### src/rtl/modred_pkg.sv
// Shared types and helpers for the modular-reduction issue stage.
// Holds the operand width, the special moduli, the request entry layout
// and the modulus bitlength/class function used at enqueue time.
package modred_pkg;

    localparam int DATA_LENGTH = 64;
    localparam int BL_W        = 7;
    localparam int REQ_TAG_W   = 4;

    localparam logic [DATA_LENGTH-1:0] KYBER_Q     = 64'd3329;
    localparam logic [DATA_LENGTH-1:0] DILITHIUM_Q = 64'd8380417;

    typedef enum logic [2:0] {
        MC_GENERIC,
        MC_MERSENNE,
        MC_FERMAT,
        MC_KYBER,
        MC_DILITHIUM
    } mclass_t;

    typedef struct packed {
        logic [DATA_LENGTH-1:0] x;
        logic [DATA_LENGTH-1:0] m;
        logic [BL_W-1:0]        bl;
        mclass_t                mclass;
        logic [REQ_TAG_W-1:0]   tag;
    } req_t;

    typedef struct packed {
        logic [BL_W-1:0] bl;
        mclass_t         mclass;
    } mclass_info_t;

    // Bitlength is MSB index + 1 (0 for m == 0). The class checks run in
    // priority order so the two lattice moduli win over any structural match.
    function automatic mclass_info_t modred_classify(input logic [DATA_LENGTH-1:0] m);
        mclass_info_t    info;
        logic [BL_W-1:0] bl;
        bl = '0;
        for (int i = 0; i < DATA_LENGTH; i++) begin
            if (m[i]) begin
                bl = BL_W'(i + 1);
            end
        end
        info.bl = bl;
        // 1 << 64 wraps to 0 in 64 bits, so the all-ones modulus still matches
        if (m == KYBER_Q) begin
            info.mclass = MC_KYBER;
        end else if (m == DILITHIUM_Q) begin
            info.mclass = MC_DILITHIUM;
        end else if ((bl >= BL_W'(2)) && (m == ((64'd1 << bl) - 64'd1))) begin
            info.mclass = MC_MERSENNE;
        end else if ((bl >= BL_W'(3)) && (m == ((64'd1 << (bl - BL_W'(1))) + 64'd1))) begin
            info.mclass = MC_FERMAT;
        end else begin
            info.mclass = MC_GENERIC;
        end
        return info;
    endfunction

endpackage

### src/rtl/modred_req_fifo.sv
// Request FIFO for the modular-reduction issue stage.
// Synchronous FIFO of req_t entries; pointers carry one extra wrap bit so
// that full and empty are distinguishable. Pushes while full and pops while
// empty are ignored.
module modred_req_fifo
    import modred_pkg::*;
#(
    parameter int DEPTH = 4
) (
    input  logic clk_i,
    input  logic rst_ni,
    input  logic push,
    input  req_t wdata,
    input  logic pop,
    output req_t rdata,
    output logic full,
    output logic empty
);

    localparam int AW = $clog2(DEPTH);

    req_t          mem_q [DEPTH];
    logic [AW:0]   wr_ptr_q;
    logic [AW:0]   rd_ptr_q;
    logic          do_push;
    logic          do_pop;

    assign empty   = (wr_ptr_q == rd_ptr_q);
    assign full    = (wr_ptr_q[AW] != rd_ptr_q[AW]) &&
                     (wr_ptr_q[AW-1:0] == rd_ptr_q[AW-1:0]);
    assign do_push = push && !full;
    assign do_pop  = pop && !empty;
    assign rdata   = mem_q[rd_ptr_q[AW-1:0]];

    // Advance the read and write pointers; reset empties the FIFO.
    always_ff @(posedge clk_i or negedge rst_ni) begin
        if (!rst_ni) begin
            wr_ptr_q <= '0;
            rd_ptr_q <= '0;
        end else begin
            if (do_push) begin
                wr_ptr_q <= wr_ptr_q + (AW + 1)'(1);
            end
            if (do_pop) begin
                rd_ptr_q <= rd_ptr_q + (AW + 1)'(1);
            end
        end
    end

    // Storage needs no reset: an entry is only read after it was written.
    always_ff @(posedge clk_i) begin
        if (do_push) begin
            mem_q[wr_ptr_q[AW-1:0]] <= wdata;
        end
    end

endmodule

### src/rtl/modred_dispatch.sv
// Issue stage in front of the serial shift-add modular reducer.
// Buffers (x, m, tag) requests, classifies each modulus on entry, runs one
// request at a time through the reducer and returns x mod m with its tag.
// Unsupported (generic) moduli are answered immediately with err = 1.
// Optional build macro MODRED_TIMEOUT_EN adds a WAIT watchdog that answers
// with err = 1 after TIMEOUT_CYCLES cycles without a reducer result.
// TAG_W must not exceed REQ_TAG_W (the FIFO entry tag width).
module modred_dispatch
    import modred_pkg::*;
#(
    parameter int FIFO_DEPTH     = 4,
    parameter int TAG_W          = 4,
    parameter int TIMEOUT_CYCLES = 64
) (
    input  logic                   clk_i,
    input  logic                   rst_ni,
    input  logic                   in_valid_i,
    output logic                   in_ready_o,
    input  logic [DATA_LENGTH-1:0] in_x_i,
    input  logic [DATA_LENGTH-1:0] in_m_i,
    input  logic [TAG_W-1:0]       in_tag_i,
    output logic                   red_start_o,
    output logic [DATA_LENGTH-1:0] red_x_o,
    output logic [DATA_LENGTH-1:0] red_m_o,
    output logic [DATA_LENGTH-1:0] red_m_bl_o,
    input  logic                   red_valid_i,
    input  logic [DATA_LENGTH-1:0] red_result_i,
    output logic                   out_valid_o,
    input  logic                   out_ready_i,
    output logic [DATA_LENGTH-1:0] out_result_o,
    output logic [TAG_W-1:0]       out_tag_o,
    output logic [2:0]             out_mclass_o,
    output logic                   out_err_o
);

    typedef enum logic [1:0] {
        ST_IDLE,
        ST_ISSUE,
        ST_WAIT,
        ST_RESP
    } state_t;

    state_t                 state_q, state_d;
    req_t                   work_q, work_d;
    logic [DATA_LENGTH-1:0] result_q, result_d;
    logic                   err_q, err_d;
    logic                   ready_en_q;

    mclass_info_t           in_info;
    req_t                   fifo_wdata;
    req_t                   fifo_rdata;
    logic                   fifo_push;
    logic                   fifo_pop;
    logic                   fifo_full;
    logic                   fifo_empty;
    logic                   timeout_hit;

    assign in_info    = modred_classify(in_m_i);
    assign fifo_wdata = '{x:      in_x_i,
                          m:      in_m_i,
                          bl:     in_info.bl,
                          mclass: in_info.mclass,
                          tag:    REQ_TAG_W'(in_tag_i)};

    // ready_en_q keeps in_ready_o low during reset and for the first edge after it
    assign in_ready_o = ready_en_q && !fifo_full;
    assign fifo_push  = in_valid_i && in_ready_o;

    modred_req_fifo #(
        .DEPTH(FIFO_DEPTH)
    ) u_fifo (
        .clk_i  (clk_i),
        .rst_ni (rst_ni),
        .push   (fifo_push),
        .wdata  (fifo_wdata),
        .pop    (fifo_pop),
        .rdata  (fifo_rdata),
        .full   (fifo_full),
        .empty  (fifo_empty)
    );

`ifdef MODRED_TIMEOUT_EN
    localparam int TO_W = $clog2(TIMEOUT_CYCLES + 1);

    logic [TO_W-1:0] to_cnt_q;

    // The last permitted WAIT cycle is the one where the count reads TIMEOUT_CYCLES-1.
    assign timeout_hit = (to_cnt_q == TO_W'(TIMEOUT_CYCLES - 1));

    // Count cycles spent in WAIT; cleared whenever the FSM is elsewhere.
    always_ff @(posedge clk_i or negedge rst_ni) begin
        if (!rst_ni) begin
            to_cnt_q <= '0;
        end else if (state_q != ST_WAIT) begin
            to_cnt_q <= '0;
        end else begin
            to_cnt_q <= to_cnt_q + TO_W'(1);
        end
    end
`else
    assign timeout_hit = 1'b0;
`endif

    // State, work request and response registers.
    always_ff @(posedge clk_i or negedge rst_ni) begin
        if (!rst_ni) begin
            state_q    <= ST_IDLE;
            work_q     <= '0;
            result_q   <= '0;
            err_q      <= 1'b0;
            ready_en_q <= 1'b0;
        end else begin
            state_q    <= state_d;
            work_q     <= work_d;
            result_q   <= result_d;
            err_q      <= err_d;
            ready_en_q <= 1'b1;
        end
    end

    // Next-state logic: pop, issue one start pulse, wait for the result, respond.
    always_comb begin
        state_d     = state_q;
        work_d      = work_q;
        result_d    = result_q;
        err_d       = err_q;
        fifo_pop    = 1'b0;
        red_start_o = 1'b0;
        unique case (state_q)
            ST_IDLE: begin
                if (!fifo_empty) begin
                    fifo_pop = 1'b1;
                    work_d   = fifo_rdata;
                    if (fifo_rdata.mclass == MC_GENERIC) begin
                        result_d = '0;
                        err_d    = 1'b1;
                        state_d  = ST_RESP;
                    end else begin
                        state_d  = ST_ISSUE;
                    end
                end
            end
            ST_ISSUE: begin
                red_start_o = 1'b1;
                state_d     = ST_WAIT;
            end
            ST_WAIT: begin
                if (red_valid_i) begin
                    result_d = red_result_i;
                    err_d    = 1'b0;
                    state_d  = ST_RESP;
                end else if (timeout_hit) begin
                    result_d = '0;
                    err_d    = 1'b1;
                    state_d  = ST_RESP;
                end
            end
            ST_RESP: begin
                if (out_ready_i) begin
                    state_d = ST_IDLE;
                end
            end
            default: begin
                state_d = ST_IDLE;
            end
        endcase
    end

    assign red_x_o      = work_q.x;
    assign red_m_o      = work_q.m;
    assign red_m_bl_o   = DATA_LENGTH'(work_q.bl);
    assign out_valid_o  = (state_q == ST_RESP);
    assign out_result_o = result_q;
    assign out_err_o    = err_q;
    assign out_tag_o    = TAG_W'(work_q.tag);
    assign out_mclass_o = work_q.mclass;

endmodule

### config.mk
export PLATFORM = sky130hd
export DESIGN_NAME = modred_dispatch
export DESIGN_NICKNAME = d
export VERILOG_FILES = /design/src/rtl/modred_pkg.sv /design/src/rtl/modred_req_fifo.sv /design/src/rtl/modred_dispatch.sv
export SDC_FILE = /design/constraint.sdc
export NUM_CORES = 1
export LEC_CHECK = 0
export ABC_AREA = 1
export BUFFER_PORTS_ARGS = -buffer_cell sky130_fd_sc_hd__buf_2
export CAP_MARGIN = 40
export CORE_ASPECT_RATIO = 1.25
export CORE_MARGIN = 1.5
export CORE_UTILIZATION = 25
export DETAILED_ROUTE_END_ITERATION = 12
export PLACE_DENSITY = 0.48
export SLEW_MARGIN = 20
export SYNTH_ARGS = -nofsm -noshare
export SYNTH_HDL_FRONTEND = slang
export SYNTH_HIERARCHICAL = 1
export SYNTH_SLANG_ARGS = --single-unit
export TNS_END_PERCENT = 5
### constraint.sdc
create_clock -name clk_i -period 10.45 [get_ports clk_i]
set_input_delay 0.5225 -clock clk_i [delete_from_list [all_inputs] [get_ports clk_i]]
set_output_delay 0.5225 -clock clk_i [all_outputs]
set_load 0.05 [all_outputs]
=== After elaboration in Yosys (flattened, before gate mapping) ===
Memories as Yosys holds them, arrays and structs flattened.
Cells that the tools add are included.

* Register bits: 216
* RAM bits: 568
* Bits of input ports: 201
* Output and inout port bits: 267
* Word-level logic and storage cells: 137
* Memories kept: 1

* Add/sub/neg operators: 5
* Order comparisons: 2
* Eq/ne operators: 14
* Shifts and indexed selects: 2
* Multiplexer cells: 86
* Bitwise operators: 1
* Reductions and logical operators: 15

{| class="wikitable"
|+ Memories
! name !! depth !! width !! read ports !! clocked after Yosys merged registers in !! wr ports !! RTL line !! RTL
|-
| u_fifo.mem_q || 4 || 142 || 1 || 0 || 1 || modred_req_fifo.sv:22 || <nowiki>req_t mem_q [DEPTH];</nowiki>
|}

{| class="wikitable"
|+ Operators by type and width
! cell !! count
|-
| $mux 7 || 59
|-
| $mux 64 || 3
|-
| $eq 64x64->1 || 2
|-
| $pmux 64 s2 || 1
|-
| $shl 1x7->64 const A || 2
|-
| $add 64x1->64 const B || 1
|-
| $eq 64x12->1 const B || 1
|-
| $eq 64x23->1 const B || 1
|-
| $sub 64x1->64 const B || 1
|-
| $mux 2 || 8
|-
| $ge 7x2->1 const B || 2
|-
| $mux 3 || 4
|-
| $mux 1 || 9
|-
| $pmux 2 s4 || 1
|-
| $logic_and 1x1->1 || 7
|-
| $sub 7x1->7 const B || 1
|-
| $add 3x1->3 const B || 2
|-
| $ne 2x2->1 const B || 3
|-
| $eq 2x2->1 const B || 2
|-
| $reduce_and 4->1 || 1
|-
| $eq 3x3->1 || 1
|-
| $logic_not 3->1 || 1
|-
| $reduce_and 3->1 || 1
|-
| $eq 2x1->1 const B || 1
|-
| other kinds (9) || 10
|}

=== Longest topological paths before layout ===
Gate-level depths: netlist (run 1).

* Depth after elaboration: 73
* Depth in mapped cells: 83
* Depth with buffers taken out: 83

=== By module ===
The synthesis (run 1) kept the hierarchy.

{| class="wikitable"
|+ Modules (own cells, without submodules)
! module !! instances !! cells an instance !! area each (µm²) !! sequential area each (µm²)
|-
| modred_req_fifo || 1 || 1434 || 21503.1 || 17206.5
|-
| modred_dispatch || 1 || 1959 || 13276.5 || 5255.0
|}

=== Least setup slack after synthesis (run 1) ===
No wires, ideal clock.

* Kind: register -> register
* Start point: reg u_fifo.rd_ptr_q[0]
* End point: mem u_fifo/mem_q[0][0] in the netlist's numbering (enable)
* Library setup time: 0.646 ns
* Data arrival time: 7.371 ns
* Required time: 9.804 ns
* Slack: 2.433 ns
* Stages on the path, launching flop included: 10
* Buffers on the path: 2
* Cells stage by stage: dfrtp_1 buf_6 buf_12 nand2_1 nand2_2 nand3_2 inv_1 nor3b_1 nand2_2 nor2_1

* Cells in the longest elaborated chain, start to end: 8

{| class="wikitable"
|+ Ends and longest elaborated chain
! what !! RTL line !! RTL
|-
| from (decl) || modred_req_fifo.sv:24 || <nowiki>logic [AW:0] rd_ptr_q;</nowiki>
|-
| from (signal assigned) || modred_req_fifo.sv:45 || <nowiki>rd_ptr_q <= rd_ptr_q + (AW + 1)'(1);</nowiki>
|-
| $eq 2x2->1 || modred_req_fifo.sv:30 || <nowiki>(wr_ptr_q[AW-1:0] == rd_ptr_q[AW-1:0]);</nowiki>
|-
| $logic_and 1x1->1 || modred_req_fifo.sv:29 || <nowiki>assign full = (wr_ptr_q[AW] != rd_ptr_q[AW]) &&</nowiki>
|-
| via fifo_full || modred_dispatch.sv:54 || <nowiki>logic fifo_full;</nowiki>
|-
| $logic_not 1->1 || modred_dispatch.sv:66 || <nowiki>assign in_ready_o = ready_en_q && !fifo_full;</nowiki>
|-
| $logic_and 1x1->1 || modred_dispatch.sv:66 ||
|-
| $logic_and 1x1->1 || modred_dispatch.sv:67 || <nowiki>assign fifo_push = in_valid_i && in_ready_o;</nowiki>
|-
| via fifo_push || modred_dispatch.sv:52 || <nowiki>logic fifo_push;</nowiki>
|-
| $logic_and 1x1->1 || modred_req_fifo.sv:31 || <nowiki>assign do_push = push && !full;</nowiki>
|-
| $mux 1 || modred_req_fifo.sv:52 || <nowiki>if (do_push) begin</nowiki>
|-
| $mux 1 (implied by the code) || modred_req_fifo.sv:53 || <nowiki>mem_q[wr_ptr_q[AW-1:0]] <= wdata;</nowiki>
|-
| to (decl) || modred_req_fifo.sv:22 ||
|}

The timed path passes the listed nets, and every way through them passes these cells.

==> impl_metrics.ini, run 1 <==
[finish]
area_growth_syn_to_layout_pct = 24.3
fin_nets = 4135
utilization_pct = 31.4
layout-drive-gt1-share_pct = 16.7
mostFrequentLayoutCell = nand2_1
most-common-layout-cells = nand2_1 (805), edfxtp_1 (568), nor2_1 (468), buf_2 (412), o21ai_0 (309)

[detailed_routing]
wl_per_cell_um = 21.6
drt_iter0_drc = 1541
vias = 27200
route.antenna.remaining_nets = 0
via_per_inst = 4.64
drc = 0
drt_wl_total_um = 126000
first_pass_iters = 6

[critical_path]
start_kind = primary input
cp.required_ns = 10.88
cp_slowest_cell = nor2_1
cp_common_cell = nand3_1
worstRegToRegCells = 10
crit_end = u_fifo/mem_q[1][5]
critPathCaptureType = flop
critical_path_class = primary input to flop
critPathMaxFanout = 12
critical_path.startpoint = in_m_i[3]
r2r_end = u_fifo/mem_q[2][99]
r2r_slack_ns = 5.70
regToRegStartpoint = u_fifo/rd_ptr_q[1]
arrival_ns = 8.09
slowest_delay_ns = 0.69

[synth]
synth-edff-count = 568
avgSynthCellArea_sq_um = 10.3
synth_flop_cell = edfxtp_1
synth.yosys.seq_area_share_pct = 64.6
synth_cells = 3393
synthArstFlopShare_pct = 27.6
yosys_warnings = 6
ys_types = 49
ys_ff_latch = 784
synth_area_sq_mm = 0.0348

[cts]
clockBufferDepth = 3
numClockSinks = 784
cts_buffers = 88
post-cts-setup-buffers = 0
cts_tree = yes
clkSlewWorstSetupHoldPaths_ns = 0.06
h-tree-depth = 3
cts-root-buf = clkbuf_16
worstSkewPairLatency_ns = 0.72

[timing]
rsz0062_at_grt = false
max_freq_ghz = 0.131
tns_ns = 0
holdWs_ns = 0.0876
clock_skew_ns = 0.0314
setup_viol = 0
relSlewSlack_pct = 38.0
hold_viol = 0
finalCriticalPeriod_ns = 7.66
slew_viol_final = 0
worst_slack_ns = 2.79
tightest_slew_ns = 0.931
period_share_pct = 73.3

[grt]
grt_max_degree = 144
antenna_found_initial = 17
gr-usage-met2_pct = 30.7
met3_usage_pct = 3.69
grt.total_usage_pct = 17.5
grt_pass1_vias = 26800
busiest_layer = met2
use_met1_pct = 19.8
gr-total-overflow = 0
grt_pass1_wl_um = 181000

[power]
power_density_mw_per_mm2 = 282
ir_drop_uv = 413
p_leak_nw = 18.3

[hold_path]
hold_class = primary input to flop

[floorplanning]
core-area_sq_mm = 0.138
die_w_um = 337
die_y_um = 420
start_util_pct = 25.3
rows = 152
pin_count = 468
dieArea_sq_mm = 0.141

[status]
status = finished clean

[place]
portBuffers = 410
dp_hpwl_um = 86200
gp_congestion = 0.976
place_ws_ns = 2.74

[job]
drv_cap = 0
where the power goes:
| part | internal, W | switching [W] |
|---|---|---|
| clock network | 0.00185 | 0.00135 |
| logic | 0.00114 | 0.00355 |
| registers | 0.00399 | 0.000287 |
| total | 0.00699 | 0.00519 |
synth_stat cells, types with 6 or more instances:
cell type	count	area share (%)
buf_4	67	1.4
nand3_2	11	0.32
buf_2	20	0.29
edfxtp_1	568	49
a21oi_1	32	0.46
o31ai_1	6	0.13
nand2_1	806	8.7
o21ai_1	29	0.42
nand4_1	50	0.90
ha_1	12	0.43
nand2_2	9	0.16
inv_2	10	0.11
a22o_1	64	1.6
buf_1	6	0.065
o22ai_1	143	2.6
nor4_1	19	0.34
clkbuf_1	98	1.1
inv_1	180	1.9
clkinv_1	6	0.065
buf_6	22	0.71
o21ai_0	309	4.4
nor2_1	474	5.1
nor3_1	33	0.47
nor2_2	12	0.22
nand3_1	138	2.0
dfrtp_1	216	16
critical path: cells and delay by family:
family          cells  cell delay [ns]
fa+ha+maj           1             0.26
simple gates       36             4.83
compound gates      8             1.24
buf+inv             5             1.20
stage by stage:
| step | power, W | std cells | instance area, sq um |
|---|---|---|---|
| floorplan | 0.00764 | 3449 | 35000 |
| global placement | 0.00898 | 5528 | 38400 |
| detailed placement | 0.00910 | 5546 | 38800 |
| CTS | 0.0124 | 5841 | 43200 |
| global route | 0.0129 | 5848 | 43200 |
| finish | 0.0122 | 5852 | 43200 |
state kept, by name, indices dropped and copies added, names as in the netlist:
signal / flops
out_err_o: 1
out_mclass_o: 3
out_result_o: 64
out_tag_o: 4
ready_en_q: 1
red_m_bl_o: 7
red_m_o: 64
red_x_o: 64
state_q: 2
u_fifo/mem_q: 568
u_fifo/rd_ptr_q: 3
u_fifo/wr_ptr_q: 3
metal layers:
metal / wire length (um) / up-vias / part of all wire, %
li1: - / 12700 / -
met1: 49500 / 13300 / 39
met2: 63100 / 851 / 50
met3: 7260 / 285 / 5.7
met5: 145 / - / 0.11
met4: 6240 / 24 / 4.9
repair_timing:
action / CTS / global route
hold endpoints to repair: 430 / 0
hold buffers: 130 / 0
gates resized for setup: 0 / 0
endpoints found under the setup margin: 0 / 0
how the worst min path moves through the flow:
| stage | to | slack [ns] | start | depth (start not counted) |
|---|---|---|---|---|
| final | u_fifo/mem_q[3][14] | 0.09 | in_m_i[0] | 1 |
| after global placement | out_tag_o[3] | 0.45 | out_tag_o[3] | 2 |
| after global routing | u_fifo/mem_q[3][14] | 0.06 | in_m_i[0] | 1 |
| after floorplan | out_err_o | 0.23 | rst_ni | 0 |
| after CTS | u_fifo/mem_q[3][14] | 0.0008 | in_m_i[0] | 1 |
| after detailed placement | red_x_o[53] | 0.45 | red_x_o[53] | 2 |
logic make-up (layout without fill, tap and decap cells):
logic type	Yosys count	count (layout)	synth area share (%)
AO/OA/AOI/OAI	600	600	10.0
XOR/XNOR	10	10	0.331
adder cells (fa/ha/maj)	12	12	0.432
buffers and inverters	413	961	5.87
flip-flops	784	784	64.6
other	2	65	0.0216
AND/OR/NAND/NOR	1572	1572	18.8
cell type report:
cell class	instances	area, sq um
Fill cell	14300	94500
Sequential cell	784	22500
Multi-Input combinational cell	2252	10500
Timing Repair Buffer	599	4110
Clock buffer	114	2400
Tap cell	1848	2310
Inverter	197	759
Clock inverter	51	634
Antenna cell	7	17.5
No activity file was read; power rests on OpenSTA's default activity.
==> inputs of run 2 (changes only) <==
--- a/config.mk
+++ b/config.mk
@@ -12,7 +12,7 @@
 export CORE_MARGIN = 1.5
 export CORE_UTILIZATION = 25
 export DETAILED_ROUTE_END_ITERATION = 12
-export PLACE_DENSITY = 0.48
+export PLACE_DENSITY = 0.5
 export SLEW_MARGIN = 20
 export SYNTH_ARGS = -nofsm -noshare
 export SYNTH_HDL_FRONTEND = slang
==> constraint.sdc (replaced) <==
create_clock -name clk_i -period 6.75 [get_ports clk_i]
set_input_delay 0.3375 -clock clk_i [delete_from_list [all_inputs] [get_ports clk_i]]
set_output_delay 0.3375 -clock clk_i [all_outputs]
set_load 0.05 [all_outputs]
==> run 2 against run 1 <==
Effect of this change:
- sequential share of layout area is 3.2 points lower
- non-clock buffer count is 340 higher
- clock power is 49% higher
- register-to-register slack worse by 2.5 ns
- first-iteration DRC count is 5.5% higher
- critical path depth is 6 lower
- count of clock-buffer cells in the layout is 9 higher
- setup slack worse by 2.3 ns
==> impl_metrics.ini, run 2 (synthesis results as in run 1) <==
[finish]
fin_cells = 6191
n_fill_cell = 14200
multi_input_area_sq_mm = 0.0107
mostFrequentLayoutCell = nand2_1
seqCellArea_sq_mm = 0.0225
most-common-layout-cells = nand2_1 (796), edfxtp_1 (568), nor2_1 (457), buf_2 (409), buf_4 (322)
largest_reg_flops = 568
area_growth_syn_to_layout_pct = 32.5
fin_nets = 4474
layout-drive-gt1-share_pct = 22.6

[detailed_routing]
drc = 0
drt_iter0_drc = 1625
vias = 28400
drt_wl_total_um = 134000
wl_per_cell_um = 21.6
via_per_inst = 4.59
route.antenna.remaining_nets = 0
first_pass_iters = 7

[cts]
clkSlewWorstSetupHoldPaths_ns = 0.06
clockBufferDepth = 3
h-tree-depth = 3
numClockSinks = 784
cts_tree = yes
cts-root-buf = clkbuf_16
cts_buffers = 87
worstSkewPairLatency_ns = 0.70

[hold_path]
hold_class = primary input to flop

[grt]
gr-total-overflow = 0
grt_pass1_vias = 28100
grt_pass1_wl_um = 191000
antenna_found_initial = 15
grt_max_degree = 198
grt.total_usage_pct = 18.5

[place]
gp_congestion = 0.952
placed_cells = 5822
dp_hpwl_um = 92600
portBuffers = 410

[timing]
holdWs_ns = 0.0643
max_freq_ghz = 0.159
rsz0062_at_grt = true
slew_viol_final = 0
setup_viol = 0
relSlewSlack_pct = 29.5
period_share_pct = 92.9
hold_viol = 0
clock_skew_ns = 0.0317
tightest_slew_ns = 1.06
finalCriticalPeriod_ns = 6.27

[status]
status = finished clean

[power]
power_density_mw_per_mm2 = 409
ir_drop_uv = 260
p_leak_nw = 19.9

[critical_path]
arrival_ns = 6.80
critPathMaxFanout = 7
cp_slowest_cell = dlygate4sd3_1
cp_common_cell = nand3_1
start_kind = primary input
critPathCaptureType = flop
cp.required_ns = 7.28
slowest_delay_ns = 0.53
critical_path_class = primary input to flop

[floorplanning]
pin_count = 468
start_util_pct = 25.3
core-area_sq_mm = 0.138
rows = 152
die_y_um = 420
die_w_um = 337
dieArea_sq_mm = 0.141

[job]
drv_cap = 0
[run 2: per-layer routing]
| metal | routed length [um] | track usage [%] | up-vias | part of all wire, % |
|---|---|---|---|---|
| met5 | 125 | 0 | - | 0.093 |
| met4 | 6420 | 8.89 | 20 | 4.8 |
| met3 | 7850 | 3.75 | 286 | 5.9 |
| met2 | 66300 | 32.6 | 885 | 50 |
| met1 | 53100 | 21.4 | 13800 | 40 |
| li1 | - | - | 13400 | - |
[run 2: critical path, delay by kind of cell]
kind            cells  cell delay, ns
fa+ha+maj           1            0.23
buf+inv             7            1.49
xor+xnor            1            0.18
simple gates       29            3.57
compound gates      6            0.99
[run 2: area by class of cell]
cell class,count,share of cell area (%)
Sequential cell,784,48.8
Multi-Input combinational cell,2252,23.3
Timing Repair Buffer,939,14.9
Clock buffer,123,5.19
Tap cell,1848,5.02
Inverter,197,1.66
Clock inverter,41,1.11
Antenna cell,7,0.0380
[run 2: timing repair]
action | 4_1_cts | 5_1_grt
hold endpoints to repair | 601 | 0
endpoints found under the setup margin | 4 | 8
pin swaps | 0 | 38
hold buffers | 180 | 0
gates resized for setup | 1 | 55
setup buffers | 0 | 16
[run 2: report_power, final]
| group | internal, W | switching [W] |
|---|---|---|
| logic | 0.00189 | 0.00556 |
| clock network | 0.00274 | 0.00203 |
| registers | 0.00618 | 0.000434 |
| total | 0.0108 | 0.00802 |
[run 2: worst paths after layout]
path	start	to	slack [ns]	depth (start not counted)
worst min register to register	red_x_o[13]	red_x_o[13]	0.46	2
worst max register to register	u_fifo/rd_ptr_q[0]	u_fifo/mem_q[2][68]	3.23	9
worst max-delay path	in_m_i[18]	u_fifo/mem_q[0][5]	0.48	44
worst min-delay path	in_m_i[19]	u_fifo/mem_q[2][33]	0.06	2
min in group asynchronous	rst_ni	out_tag_o[3]	0.27	2
max in group asynchronous	rst_ni	u_fifo/rd_ptr_q[1]	5.08	3
[run 2: per-stage QoR]
step	util [%]	instance area [sq um]	setup slack [ns]	power [W]	setup TNS, ns
2_1_floorplan	-	35000	-1.27	0.0118	-539.53
3_3_place_gp	29.5	40600	-1.18	0.0140	-6.75
3_5_place_dp	29.7	40900	-0.882	0.0142	-4.49
4_1_cts	33.1	45600	0.148	0.0191	0
5_1_grt	33.4	46100	-0.123	0.0199	-0.494
6_report	33.5	46100	0.478	0.0188	0
